$ cat config.mk
export PLATFORM = sky130hd
export DESIGN_NAME = t02_load_store_unit
export DESIGN_NICKNAME = d
export VERILOG_FILES = /design/src/rtl/t02_load_store_unit.sv
export SDC_FILE = /design/constraint.sdc
export NUM_CORES = 1
export LEC_CHECK = 0
export BUFFER_PORTS_ARGS = -buffer_cell sky130_fd_sc_hd__buf_2
export CAP_MARGIN = 20
export CORE_ASPECT_RATIO = 2
export CORE_MARGIN = 2
export CORE_UTILIZATION = 54
export DETAILED_ROUTE_END_ITERATION = 10
export PLACE_DENSITY_LB_ADDON = 0.25
export SLEW_MARGIN = 10
export SYNTH_ARGS = -nofsm -noshare
export SYNTH_HDL_FRONTEND = slang
export SYNTH_SLANG_ARGS = --single-unit
export TNS_END_PERCENT = 20
$ cat constraint.sdc
create_clock -name clk -period 4.05 [get_ports clk]
set_input_delay 0.6075 -clock clk [delete_from_list [all_inputs] [get_ports clk]]
set_output_delay 0.6075 -clock clk [all_outputs]
set_load 0.1 [all_outputs]
$ cat src/rtl/t02_load_store_unit.sv
// Memory-access stage: req/ack bus transaction with byte/half lane steering and load extension.
// Latency: ack delay + 2 cycles (request cycle, BUSY cycles, one DONE cycle); stall held until DONE.
// Backpressure: the bus stretches BUSY via bus_ack; abort after TIMEOUT_CYCLES. Option: T02_MISALIGN_TRAP_EN.
`timescale 1ns/1ps
module t02_load_store_unit #(
    parameter int TIMEOUT_CYCLES = 255
) (
    input  logic        clk,
    input  logic        nRst,
    input  logic        mem_read,
    input  logic        mem_write,
    input  logic [2:0]  funct3,
    input  logic [31:0] alu_result,
    input  logic [31:0] store_data,
    output logic        bus_ren,
    output logic        bus_wen,
    output logic [31:0] bus_addr,
    output logic [31:0] bus_wdata,
    output logic [3:0]  bus_sel,
    input  logic [31:0] bus_rdata,
    input  logic        bus_ack,
    output logic [31:0] load_data,
    output logic        stall,
    output logic        done,
    output logic        err,
    output logic        misaligned
);

    localparam logic [1:0] IDLE = 2'd0;
    localparam logic [1:0] BUSY = 2'd1;
    localparam logic [1:0] DONE = 2'd2;

    localparam logic [15:0] TO_LAST = 16'(TIMEOUT_CYCLES - 1);

    logic [1:0]  state;
    logic [2:0]  f3_q;
    logic [1:0]  lane_q;
    logic [15:0] cnt;
    logic        err_q;
    logic        req;
    logic [3:0]  sel_n;
    logic [31:0] wdata_n;
    logic [31:0] rshift;
    logic [15:0] half_sel;
    logic [31:0] ext_data;
    logic        mis_n;

    assign req = mem_read | mem_write;

    // funct3[1:0]: 00 byte, 01 half, anything else is a word access
    always_comb begin
        sel_n   = 4'b1111;
        wdata_n = store_data;
        case (funct3[1:0])
            2'b00: begin
                sel_n   = 4'b0001 << alu_result[1:0];
                wdata_n = {4{store_data[7:0]}};
            end
            2'b01: begin
                sel_n   = 4'b0011 << {alu_result[1], 1'b0};
                wdata_n = {2{store_data[15:0]}};
            end
            default: begin
                sel_n   = 4'b1111;
                wdata_n = store_data;
            end
        endcase
    end

    always_comb begin
        rshift   = bus_rdata >> {lane_q, 3'b000};
        half_sel = lane_q[1] ? bus_rdata[31:16] : bus_rdata[15:0];
        ext_data = bus_rdata;
        case (f3_q[1:0])
            2'b00:   ext_data = {{24{rshift[7] & ~f3_q[2]}}, rshift[7:0]};
            2'b01:   ext_data = {{16{half_sel[15] & ~f3_q[2]}}, half_sel};
            default: ext_data = bus_rdata;
        endcase
    end

`ifdef T02_MISALIGN_TRAP_EN
    logic mis_q;

    assign mis_n      = ((funct3[1:0] == 2'b01) & alu_result[0]) |
                        (funct3[1] & (alu_result[1:0] != 2'b00));
    assign misaligned = (state == DONE) & mis_q;

    always_ff @(posedge clk or negedge nRst) begin
        if (!nRst) begin
            mis_q <= 1'b0;
        end else if (state == IDLE && req) begin
            mis_q <= mis_n;
        end
    end
`else
    assign mis_n      = 1'b0;
    assign misaligned = 1'b0;
`endif

    always_ff @(posedge clk or negedge nRst) begin
        if (!nRst) begin
            state     <= IDLE;
            bus_ren   <= 1'b0;
            bus_wen   <= 1'b0;
            bus_addr  <= 32'h0;
            bus_wdata <= 32'h0;
            bus_sel   <= 4'h0;
            load_data <= 32'h0;
            f3_q      <= 3'h0;
            lane_q    <= 2'h0;
            cnt       <= 16'h0;
            err_q     <= 1'b0;
        end else begin
            case (state)
                IDLE: begin
                    if (req) begin
                        err_q <= 1'b0;
                        cnt   <= 16'h0;
                        if (mis_n) begin
                            // trapped access: skip the bus entirely
                            load_data <= 32'h0;
                            state     <= DONE;
                        end else begin
                            bus_wen   <= mem_write;
                            bus_ren   <= mem_read & ~mem_write;
                            bus_addr  <= {alu_result[31:2], 2'b00};
                            bus_sel   <= sel_n;
                            bus_wdata <= wdata_n;
                            f3_q      <= funct3;
                            lane_q    <= alu_result[1:0];
                            state     <= BUSY;
                        end
                    end
                end
                BUSY: begin
                    if (bus_ack) begin
                        if (bus_ren) begin
                            load_data <= ext_data;
                        end
                        bus_ren <= 1'b0;
                        bus_wen <= 1'b0;
                        state   <= DONE;
                    end else if (cnt == TO_LAST) begin
                        bus_ren   <= 1'b0;
                        bus_wen   <= 1'b0;
                        load_data <= 32'h0;
                        err_q     <= 1'b1;
                        state     <= DONE;
                    end else begin
                        cnt <= cnt + 16'h1;
                    end
                end
                DONE: begin
                    state <= IDLE;
                end
                default: begin
                    state <= IDLE;
                end
            endcase
        end
    end

    // gated by nRst so the PC is released the instant reset aborts a transaction
    assign stall = nRst & (((state == IDLE) & req) | (state == BUSY));
    assign done  = (state == DONE);
    assign err   = (state == DONE) & err_q;

endmodule

Word-level counts from Yosys, hierarchy flattened. Index checks and enable logic that the tools add are counted.

Register bits: 124. Word-level logic and storage cells: 72.

Add/sub/neg operators: 1. Equal/unequal tests: 11. Shift operators: 3. Multiplexer cells: 25. Bitwise operators: 10. Reduce and logical (&&, ||, !) cells: 11.

Operators by type and width (number): one-hot mux 32 bit (2 select lines) (2); 2-to-1 mux 32 bit (3); 2-to-1 mux 16 bit (4); one-hot mux 16 bit (2 select lines) (1); >> shifter 32 x 5 -> 8 bit (1); adder 16 x 1 -> 16 bit, second input constant (1); == test 16 x 8 -> 1 bit, second input constant (1); inequality test 2 bit, second input constant (5); one-hot mux 4 bit (2 select lines) (1); AND reduction 4 bit (2); 2-to-1 mux 1 bit (7); AND 1 bit (6); == test 2 x 1 -> 1 bit, second input constant (3); logical NOT 2 bit (3); 2-to-1 mux 2 bit (3); one-hot mux 1 bit (2 select lines) (3); AND reduction 3 bit (2); one-hot mux 2 bit (2 select lines) (1); AND reduction 2 bit (2); nonzero test 2 bit (2); << shifter 1 x 2 -> 4 bit, first input constant (1); << shifter 2 x 2 -> 4 bit, first input constant (1); inequality test 3 bit, second input constant (1); == test 2 bit, second input constant (1); other kinds (2) (4).

Depth between registers and ports, before layout. Gate-level depths: netlist (run 1).

Depth after elaboration: 5. Mapped depth: 9. Depth with buffers taken out: 7.

Least setup slack after synthesis (run 1). OpenSTA, ideal clock, no wires.

Kind: reg-to-output. Start: register state[0]. End: output port err. Arrival time: 2.670 ns. Required time: 3.442 ns. Slack: 0.773 ns. Stages on the path, launching flop included: 3. Cell sequence: dfrtp_1 -> nor2b_1 -> and2_1.

Cells in the longest elaborated chain, start to end: 2.

Ends and longest elaborated chain: start: declaration (line 35) `logic [1:0] state;`; start signal: assignment (line 102) `state <= IDLE;`; start signal: assignment (line 122) `state <= DONE;`; start signal: assignment (line 131) `state <= BUSY;`; == test 2 bit; net done (line 24) `output logic done,`; AND 1 bit (line 166) `assign err = (state == DONE) & err_q;`; end: declaration (line 25) `output logic err,`.

The timed path passes the listed nets, and every way through them passes these cells.

Final worst setup path (run 1).
Start: register state[0]. End: output port stall.

Cells in the longest elaborated chain, start to end: 4.

Ends and longest elaborated chain: logical NOT 2 bit (line 164) `assign stall = nRst & (((state == IDLE) & req) | (state == BUSY));`; AND 1 bit (line 164); OR 1 bit * (line 164); AND 1 bit * (line 164); end: declaration (line 23) `output logic stall,`.

Every way passes the cells marked *; elsewhere a longest branch is shown, timed or not.

==> results.json, run 1 <==
{
  "status": "finished, final reports clean",
  "port_buffers": 206,
  "fillers": 891,
  "ios": 210,
  "fp.dieW_um": 78.1,
  "clock-sinks": 124,
  "hold_viol_final": 0,
  "dpl.cell_count": 952,
  "vias": 5418,
  "cts_hold_buf": 0,
  "drc": 0,
  "grt_remaining_overflow": 0,
  "tightestPinTransition_ns": 1.03,
  "die-area_um2": 11900,
  "initial_core_util_pct": 54.8,
  "final_area_um2": 7640,
  "h-tree-depth": 4,
  "final_layout_size_suffix_gt1_share_pct": 30.4,
  "drtIter0Drc": 335,
  "avgSynthCellArea_um2": 9.29,
  "coreArea_um2": 10800,
  "cp.buffers_inverters": 1,
  "slew_headroom_pct": 30.9,
  "cts_root_buffer": "clkbuf_16",
  "fp.dieH_um": 152,
  "grt_setup_unrepaired": "false",
  "placed_area_um2": 7000,
  "netlist.area_leader.share_pct": 52.4,
  "grt_pass1_wl_um": 26800,
  "grt_pass1_vias": 5637,
  "synth_commonest_cells": "nand2_1 (201), dfrtp_1 (124), mux2i_1 (39)",
  "syn_to_final_growth_pct": 28.9,
  "row_count": 54,
  "maxCapViolations": 0,
  "synth_area_um2": 5930,
  "slowest_delay_ns": 0.43,
  "n_antenna_cell": 0,
  "gp_congestion": 0.947,
  "critical_path_class": "flip-flop to output port",
  "path_max_fanout": 6,
  "yosysMostFrequentCell": "nand2_1",
  "finalCritPeriodShare_pct": 64.9,
  "ys_warn_count": 0,
  "numCtsBuffers": 17,
  "wirelength_um": 16400,
  "clk_latency_ns": 0.41,
  "cts_setup_buffers": 0,
  "grt_max_degree": 59,
  "synth_cell_types": 56,
  "ys_async_sr_fraction_pct": 100,
  "fin_cells": 983,
  "start_kind": "flip-flop",
  "dp_hpwl_um": 12000,
  "antenna_found_initial": 0,
  "finalSetupViolations": 0,
  "critPathTopFamily": "buffers and inverters",
  "firstDrtPassIters": 4,
  "end_kind": "output port",
  "tns_ns": 0,
  "synth_seq_cells": 124,
  "vias_per_cell": 5.51,
  "cts_resized": 0,
  "syn_inst": 638,
  "hp-class": "primary input to async pin",
  "ys.flop_type": "dfrtp_1",
  "synth_top_area_cell": "dfrtp_1",
  "cp.arrival_ns": 2.02,
  "synth-edff-count": 0,
  "holdWs_ns": 0.115,
  "wire_per_inst_um": 16.7,
  "path_clk_slew_ns": 0.06,
  "grtUsageTotal_pct": 28.6,
  "final.min_clock_period_ns": 2.63,
  "cts_tree": "done",
  "num-nets-final": 937,
  "slew_violations": 0,
  "crit_chain": "nor2_1, o21a_2, o21a_1, buf_2",
  "worstPathRequired_ns": 3.44,
  "drtAntennaViolNets": 0,
  "cp_slowest_cell": "buf_2",
  "synth.area.top_cells": "dfrtp_1 (52%), nand2_1 (13%), mux2i_1 (6.6%)",
  "fmax_mhz": 381,
  "cts_buffer_depth": 2,
  "seq_area_frac_synth_pct": 52.4,
  "finClkSkew_ns": 0.0102
}
## logic make-up after synthesis
kind of cell / share of synthesized area, %
and+or+nand+nor: 20.0
AOI/OAI and AO/OA: 15.6
DFF: 52.4
buffers and inverters: 4.48
muxes: 6.78
adders and majority gates: 0.422
xor gates and xnor gates: 0.296
other: 0.0633
## metrics by stage
| stage | setup slack [ns] | utilization [%] |
|---|---|---|
| 2_1_floorplan | 0.773 | - |
| 3_3_place_gp | 1.68 | 64.8 |
| 3_5_place_dp | 1.61 | 64.8 |
| 4_1_cts | 1.42 | 70.7 |
| 5_1_grt | 1.32 | 70.7 |
| 6_report | 1.42 | 70.7 |
## worst paths after layout
| check | depth (start not counted) | slack [ns] | start | end |
|---|---|---|---|---|
| max in group asynchronous | 3 | 2.29 | nRst | bus_sel[2] |
| setup / recovery | 4 | 1.42 | state[0] | stall |
| setup reg to reg | 7 | 1.54 | cnt[0] | cnt[4] |
| hold / removal | 1 | 0.11 | nRst | bus_addr[24] |
| min in group clk | 3 | 0.38 | alu_result[20] | bus_addr[20] |
| hold reg to reg | 2 | 0.47 | bus_addr[29] | bus_addr[29] |
## cell usage in the layout, fill, tap and decap left out, types with 8 or more instances in the layout
| cell | synthesis | layout |
|---|---|---|
| o21ai_0 | 22 | 22 |
| a22o_1 | 17 | 17 |
| buf_4 | 5 | 8 |
| nand2_1 | 201 | 201 |
| o31a_1 | 8 | 8 |
| o21ai_1 | 23 | 22 |
| nand2b_1 | 13 | 13 |
| a21oi_1 | 25 | 25 |
| mux2i_1 | 39 | 39 |
| buf_2 | 8 | 205 |
| inv_1 | 15 | 15 |
| nor2_1 | 24 | 24 |
| dfrtp_1 | 124 | 124 |
| clkbuf_16 | 0 | 17 |
| nand3_1 | 9 | 9 |
## sequential cells by signal, indices dropped and copies added, names as in the netlist
| signal | count |
|---|---|
| bus_wdata | 32 |
| load_data | 32 |
| bus_addr | 30 |
| cnt | 16 |
| bus_sel | 4 |
| f3_q | 3 |
| lane_q | 2 |
| state | 2 |
| bus_ren | 1 |
| bus_wen | 1 |
| err_q | 1 |
## cell type report
class                      instances  area (um^2)  share of cell area [%]
multi-input combinational        459         2580                    33.7
clock buffer                      19          443                    5.80
sequential                       124         3100                    40.6
inverter                          16         60.1                   0.786
tap                              140          175                    2.29
timing repair buffer             213         1090                    14.2
clock inverter                    12          195                    2.55
## routing by layer
metal | track usage (%) | up-vias | wire, um
met2 | 52.1 | 232 | 9040
met4 | 14.6 | 0 | 704
met5 | 0 | - | 0
met3 | 6.22 | 51 | 947
li1 | - | 2559 | -
met1 | 30.0 | 2576 | 5730
## worst reg2reg max path: cells and delay by family (launching register included)
family | cells | cell delay [ns]
AO/OA/AOI/OAI | 2 | 0.92
AND/OR/NAND/NOR | 2 | 0.45
flip-flops | 1 | 0.44
multiplexers | 1 | 0.38
adder cells (fa/ha/maj) | 1 | 0.13
buffers and inverters | 1 | 0.09
Power of run 1 is left out: the tool's default activity adds up to more than one toggle a clock period on the data nets, which glitch-free logic cannot reach.
==> run 2, diff against run 1 <==
--- a/config.mk
+++ b/config.mk
@@ -9,7 +9,7 @@
 export CAP_MARGIN = 20
 export CORE_ASPECT_RATIO = 2
 export CORE_MARGIN = 2
-export CORE_UTILIZATION = 54
+export CORE_UTILIZATION = 50
 export DETAILED_ROUTE_END_ITERATION = 10
 export PLACE_DENSITY_LB_ADDON = 0.25
 export SLEW_MARGIN = 10
==> constraint.sdc (replaced) <==
create_clock -name clk -period 2.5 [get_ports clk]
set_input_delay 0.375 -clock clk [delete_from_list [all_inputs] [get_ports clk]]
set_output_delay 0.375 -clock clk [all_outputs]
set_load 0.1 [all_outputs]
==> run 2 against run 1 <==
  * Final cell count up 1.2%
  * Sequential cell count unchanged
  * Highest routed layer unchanged
  * Non-clock buffer count rose by 8
  * Critical endpoint is now cnt[4]
  * Clock skew fell by 0.0014 ns
  * First-iteration DRC count fell by 11%
==> results.json, run 2 (synthesis results as in run 1) <==
{
  "status": "finished, final reports clean",
  "critical_path_class": "flip-flop to flip-flop",
  "coreArea_um2": 11600,
  "reg.largest.list": "bus_wdata x32, load_data x32, bus_addr x30",
  "grt_pass1_wl_um": 25800,
  "r2r_start": "cnt[0]",
  "numCtsBuffers": 17,
  "final_layout_size_suffix_gt1_share_pct": 31.1,
  "fp.dieH_um": 158,
  "fp.dieW_um": 81.0,
  "num-nets-final": 945,
  "reg2reg_to": "cnt[4]",
  "clk_latency_ns": 0.41,
  "grt_max_degree": 125,
  "ios": 210,
  "tightestPinTransition_ns": 0.694,
  "wire_per_inst_um": 16.6,
  "path_max_fanout": 11,
  "firstDrtPassIters": 7,
  "die-area_um2": 12800,
  "cts_hold_buf": 0,
  "r2r_slack_ns": 0.34,
  "slew_headroom_pct": 53.8,
  "finClkSkew_ns": 0.00877,
  "grt_pass1_vias": 5437,
  "gp_congestion": 0.892,
  "cp.arrival_ns": 2.46,
  "worstPathRequired_ns": 2.79,
  "cts_resized": 0,
  "finalSetupViolations": 0,
  "antenna_found_initial": 0,
  "initial_core_util_pct": 50.9,
  "syn_to_final_growth_pct": 30.8,
  "row_count": 56,
  "cts_root_buffer": "clkbuf_16",
  "vias_per_cell": 5.47,
  "maxCapViolations": 0,
  "hold_viol_final": 0,
  "cp-endpoint": "cnt[4]",
  "dp_hpwl_um": 12200,
  "grt_setup_unrepaired": "false",
  "start_kind": "flip-flop",
  "slew_violations": 0,
  "drtAntennaViolNets": 0,
  "n_antenna_cell": 0,
  "finalCritPeriodShare_pct": 86.5,
  "vias": 5440,
  "end_kind": "flip-flop",
  "crit_path_start": "cnt[0]",
  "clock-sinks": 124,
  "wirelength_um": 16600,
  "cts_tree": "done",
  "final.min_clock_period_ns": 2.16,
  "hp-class": "primary input to async pin",
  "grt_remaining_overflow": 0,
  "tns_ns": 0,
  "cts_setup_buffers": 0,
  "path_clk_slew_ns": 0.05,
  "port_buffers": 206,
  "fmax_mhz": 462,
  "grtUsageTotal_pct": 26.2,
  "drtIter0Drc": 297,
  "ff2ff_path_depth": 7,
  "h-tree-depth": 4,
  "final_common_cell": "buf_2",
  "drc": 0,
  "final_cell_mix": "buf_2 (204), nand2_1 (201), dfrtp_1 (124)",
  "cts_buffer_depth": 2,
  "fillers": 996
}
run 2: cell count changes in the layout (fill, tap and decap cells not counted), sizes merged:
cell      change
buf           +8
bufinv        +1
clkbuf        -1
clkinvlp      -1
run 2: cell type report:
type	instances	area, um^2	area share [%]
flip-flops and latches	124	3100	40.0
multi-input cells	459	2580	33.3
repair buffers	221	1170	15.1
clock buffers	18	429	5.54
clock inverters	12	221	2.86
well taps	145	181	2.34
inverters	16	60.1	0.775
run 2: per-layer routing:
metal	up-vias	GRT usage, %	share of wire, %	wire length, um
li1	2578	-	-	-
met1	2602	26.4	35	5730
met2	213	47.9	55	9110
met3	47	5.64	5.5	918
met4	0	15.0	4.8	791
met5	-	0	0	0
run 2: worst min-delay path by stage:
stage / from / endpoint / slack [ns] / cells after the start
finish: nRst / bus_addr[30] / 0.07 / 2
global route: alu_result[16] / bus_addr[16] / 0.15 / 3
CTS: nRst / bus_addr[20] / 0.14 / 2
detailed placement: bus_addr[8] / bus_addr[8] / 0.46 / 2
global placement: bus_addr[8] / bus_addr[8] / 0.45 / 2
floorplan: nRst / bus_addr[10] / 0.08 / 0
run 2: worst max-delay path, cell delays in order (launching register included):
cell     delay (ns)
dfrtp_1        0.44
inv_1          0.08
ha_1           0.13
nor4b_2        0.18
nand4_1        0.21
o21ai_2        0.47
mux2_1         0.37
a21o_1         0.17
run 2: through the flow:
step	util, %	area [um^2]	hold WS (ns)	worst slack (ns)	cells
after CTS	66.6	7750	0.142	0.349	995
after floorplan	-	5940	0.0794	0.0283	640
after global placement	61.0	7100	0.452	0.408	965
after detailed placement	61.0	7100	0.457	0.400	965
after global routing	66.6	7750	0.154	0.179	995
final	66.6	7750	0.0657	0.337	995
Power of run 2 is left out for the same reason.
==> run 3, diff against run 2 <==
--- a/config.mk
+++ b/config.mk
@@ -8,7 +8,6 @@
 export BUFFER_PORTS_ARGS = -buffer_cell sky130_fd_sc_hd__buf_2
 export CAP_MARGIN = 20
 export CORE_ASPECT_RATIO = 2
-export CORE_MARGIN = 2
 export CORE_UTILIZATION = 50
 export DETAILED_ROUTE_END_ITERATION = 10
 export PLACE_DENSITY_LB_ADDON = 0.25
==> run 3 against run 2 <==
  * Design area fell by 0.47%
  * Worst setup slack got worse by 0.12 ns
  * Utilization grew 0.89 points
  * Die area is 3.7% lower
  * Clock skew rose by 0.0019 ns
  * Hold slack about the same
  * Critical path type is now flip-flop to output port
  * Sequential share of layout area increased by 0.19 points
  * Clock-buffer cell count up 2
  * First-iteration DRC count is 11% lower
  * Register-to-register slack improved by 0.11 ns
==> results.json, run 3 (synthesis results as in run 1) <==
{
  "status": "finished, final reports clean",
  "n_antenna_cell": 0,
  "cts_setup_buffers": 0,
  "antenna_found_initial": 0,
  "crit_chain": "nor2_1, buf_4, o21a_2, o21a_1, buf_12",
  "fp.dieH_um": 156,
  "gp_congestion": 0.904,
  "cts_hold_buf": 0,
  "finClkSkew_ns": 0.0107,
  "fp.dieW_um": 79.0,
  "final.min_clock_period_ns": 2.28,
  "row_count": 55,
  "finalSetupViolations": 0,
  "path_clk_slew_ns": 0.06,
  "slew_headroom_pct": 53.5,
  "slowest_delay_ns": 0.43,
  "wirelength_um": 16700,
  "finalCritPeriodShare_pct": 91.3,
  "final_cell_mix": "buf_2 (204), nand2_1 (201), dfrtp_1 (124)",
  "reg.largest.list": "bus_wdata x32, load_data x32, bus_addr x30",
  "coreArea_um2": 11400,
  "clk_latency_ns": 0.41,
  "drc": 0,
  "cts_buffer_depth": 2,
  "slew_violations": 0,
  "grtUsageTotal_pct": 27.9,
  "tightestPinTransition_ns": 0.698,
  "grt_remaining_overflow": 0,
  "final_layout_size_suffix_gt1_share_pct": 31.2,
  "cp.arrival_ns": 1.91,
  "hold_viol_final": 0,
  "grt_pass1_wl_um": 26300,
  "die-area_um2": 12300,
  "placed_area_um2": 7090,
  "drtAntennaViolNets": 0,
  "tns_ns": 0,
  "numCtsBuffers": 17,
  "fin_cells": 994,
  "fillers": 955,
  "vias": 5404,
  "firstDrtPassIters": 4,
  "final_common_cell": "buf_2",
  "initial_core_util_pct": 51.9,
  "hp-class": "primary input to async pin",
  "cp_slowest_cell": "dfrtp_1",
  "h-tree-depth": 4,
  "critical_path_class": "flip-flop to output port",
  "ios": 210,
  "fmax_mhz": 438,
  "wire_per_inst_um": 16.8,
  "vias_per_cell": 5.44,
  "fin_util_pct": 67.5,
  "cts_resized": 0,
  "num-nets-final": 945,
  "drtIter0Drc": 265,
  "grt_max_degree": 125,
  "r2r_start": "cnt[0]",
  "path_max_fanout": 16,
  "start_kind": "flip-flop",
  "dp_hpwl_um": 12200,
  "syn_to_final_growth_pct": 30.2,
  "end_kind": "output port",
  "clock-sinks": 124,
  "cts_tree": "done",
  "grt_pass1_vias": 5517,
  "maxCapViolations": 0,
  "final_area_um2": 7710,
  "crit_path_start": "state[0]",
  "dpl.cell_count": 962,
  "port_buffers": 206,
  "worstPathRequired_ns": 2.12,
  "grt_setup_unrepaired": "false",
  "cts_root_buffer": "clkbuf_16"
}
[run 3: cell types whose count changed in the layout (fill, tap and decap cells not counted), sizes merged]
cell,change
clkinv,-6
inv,+3
bufinv,-3
clkinvlp,+6
clkbuf,+2
[run 3: cell type report]
cell class                 count  area [um^2]  share of cell area (%)
sequential                   124         3100                    40.2
multi-input combinational    459         2580                    33.5
timing repair buffer         221         1170                    15.2
clock buffer                  20          457                    5.92
tap                          142          178                    2.30
clock inverter                12          161                    2.09
inverter                      16         60.1                   0.779
[run 3: critical path, delay by kind of cell (launching register included)]
kind / cells / cell delay, ns
buf+inv: 2 / 0.34
compound gates: 2 / 0.60
simple gates: 1 / 0.13
flops: 1 / 0.43
[run 3: worst paths after layout]
check	end	slack (ns)	cells past startpoint
worst max-delay path	stall	0.22	5
worst min-delay path	load_data[25]	0.07	2
worst max register to register	cnt[9]	0.45	8
worst min register to register	bus_addr[11]	0.47	2
max in group asynchronous	load_data[27]	1.87	2
min in group clk	bus_addr[20]	0.16	3
[run 3: stage by stage]
stage	hold slack, ns	setup slack, ns
2_1_floorplan	0.0794	0.0283
3_3_place_gp	0.452	0.515
3_5_place_dp	0.457	0.479
4_1_cts	0.141	0.186
5_1_grt	0.148	0.102
6_report	0.0658	0.217
[run 3: metal layers]
metal / vias up / routed length [um] / global-route usage, %
li1: 2584 / - / -
met1: 2564 / 5820 / 27.7
met2: 211 / 9350 / 52.1
met3: 45 / 807 / 5.38
met4: 0 / 668 / 16.0
met5: - / 0 / 0
Power of run 3 is left out for the same reason.
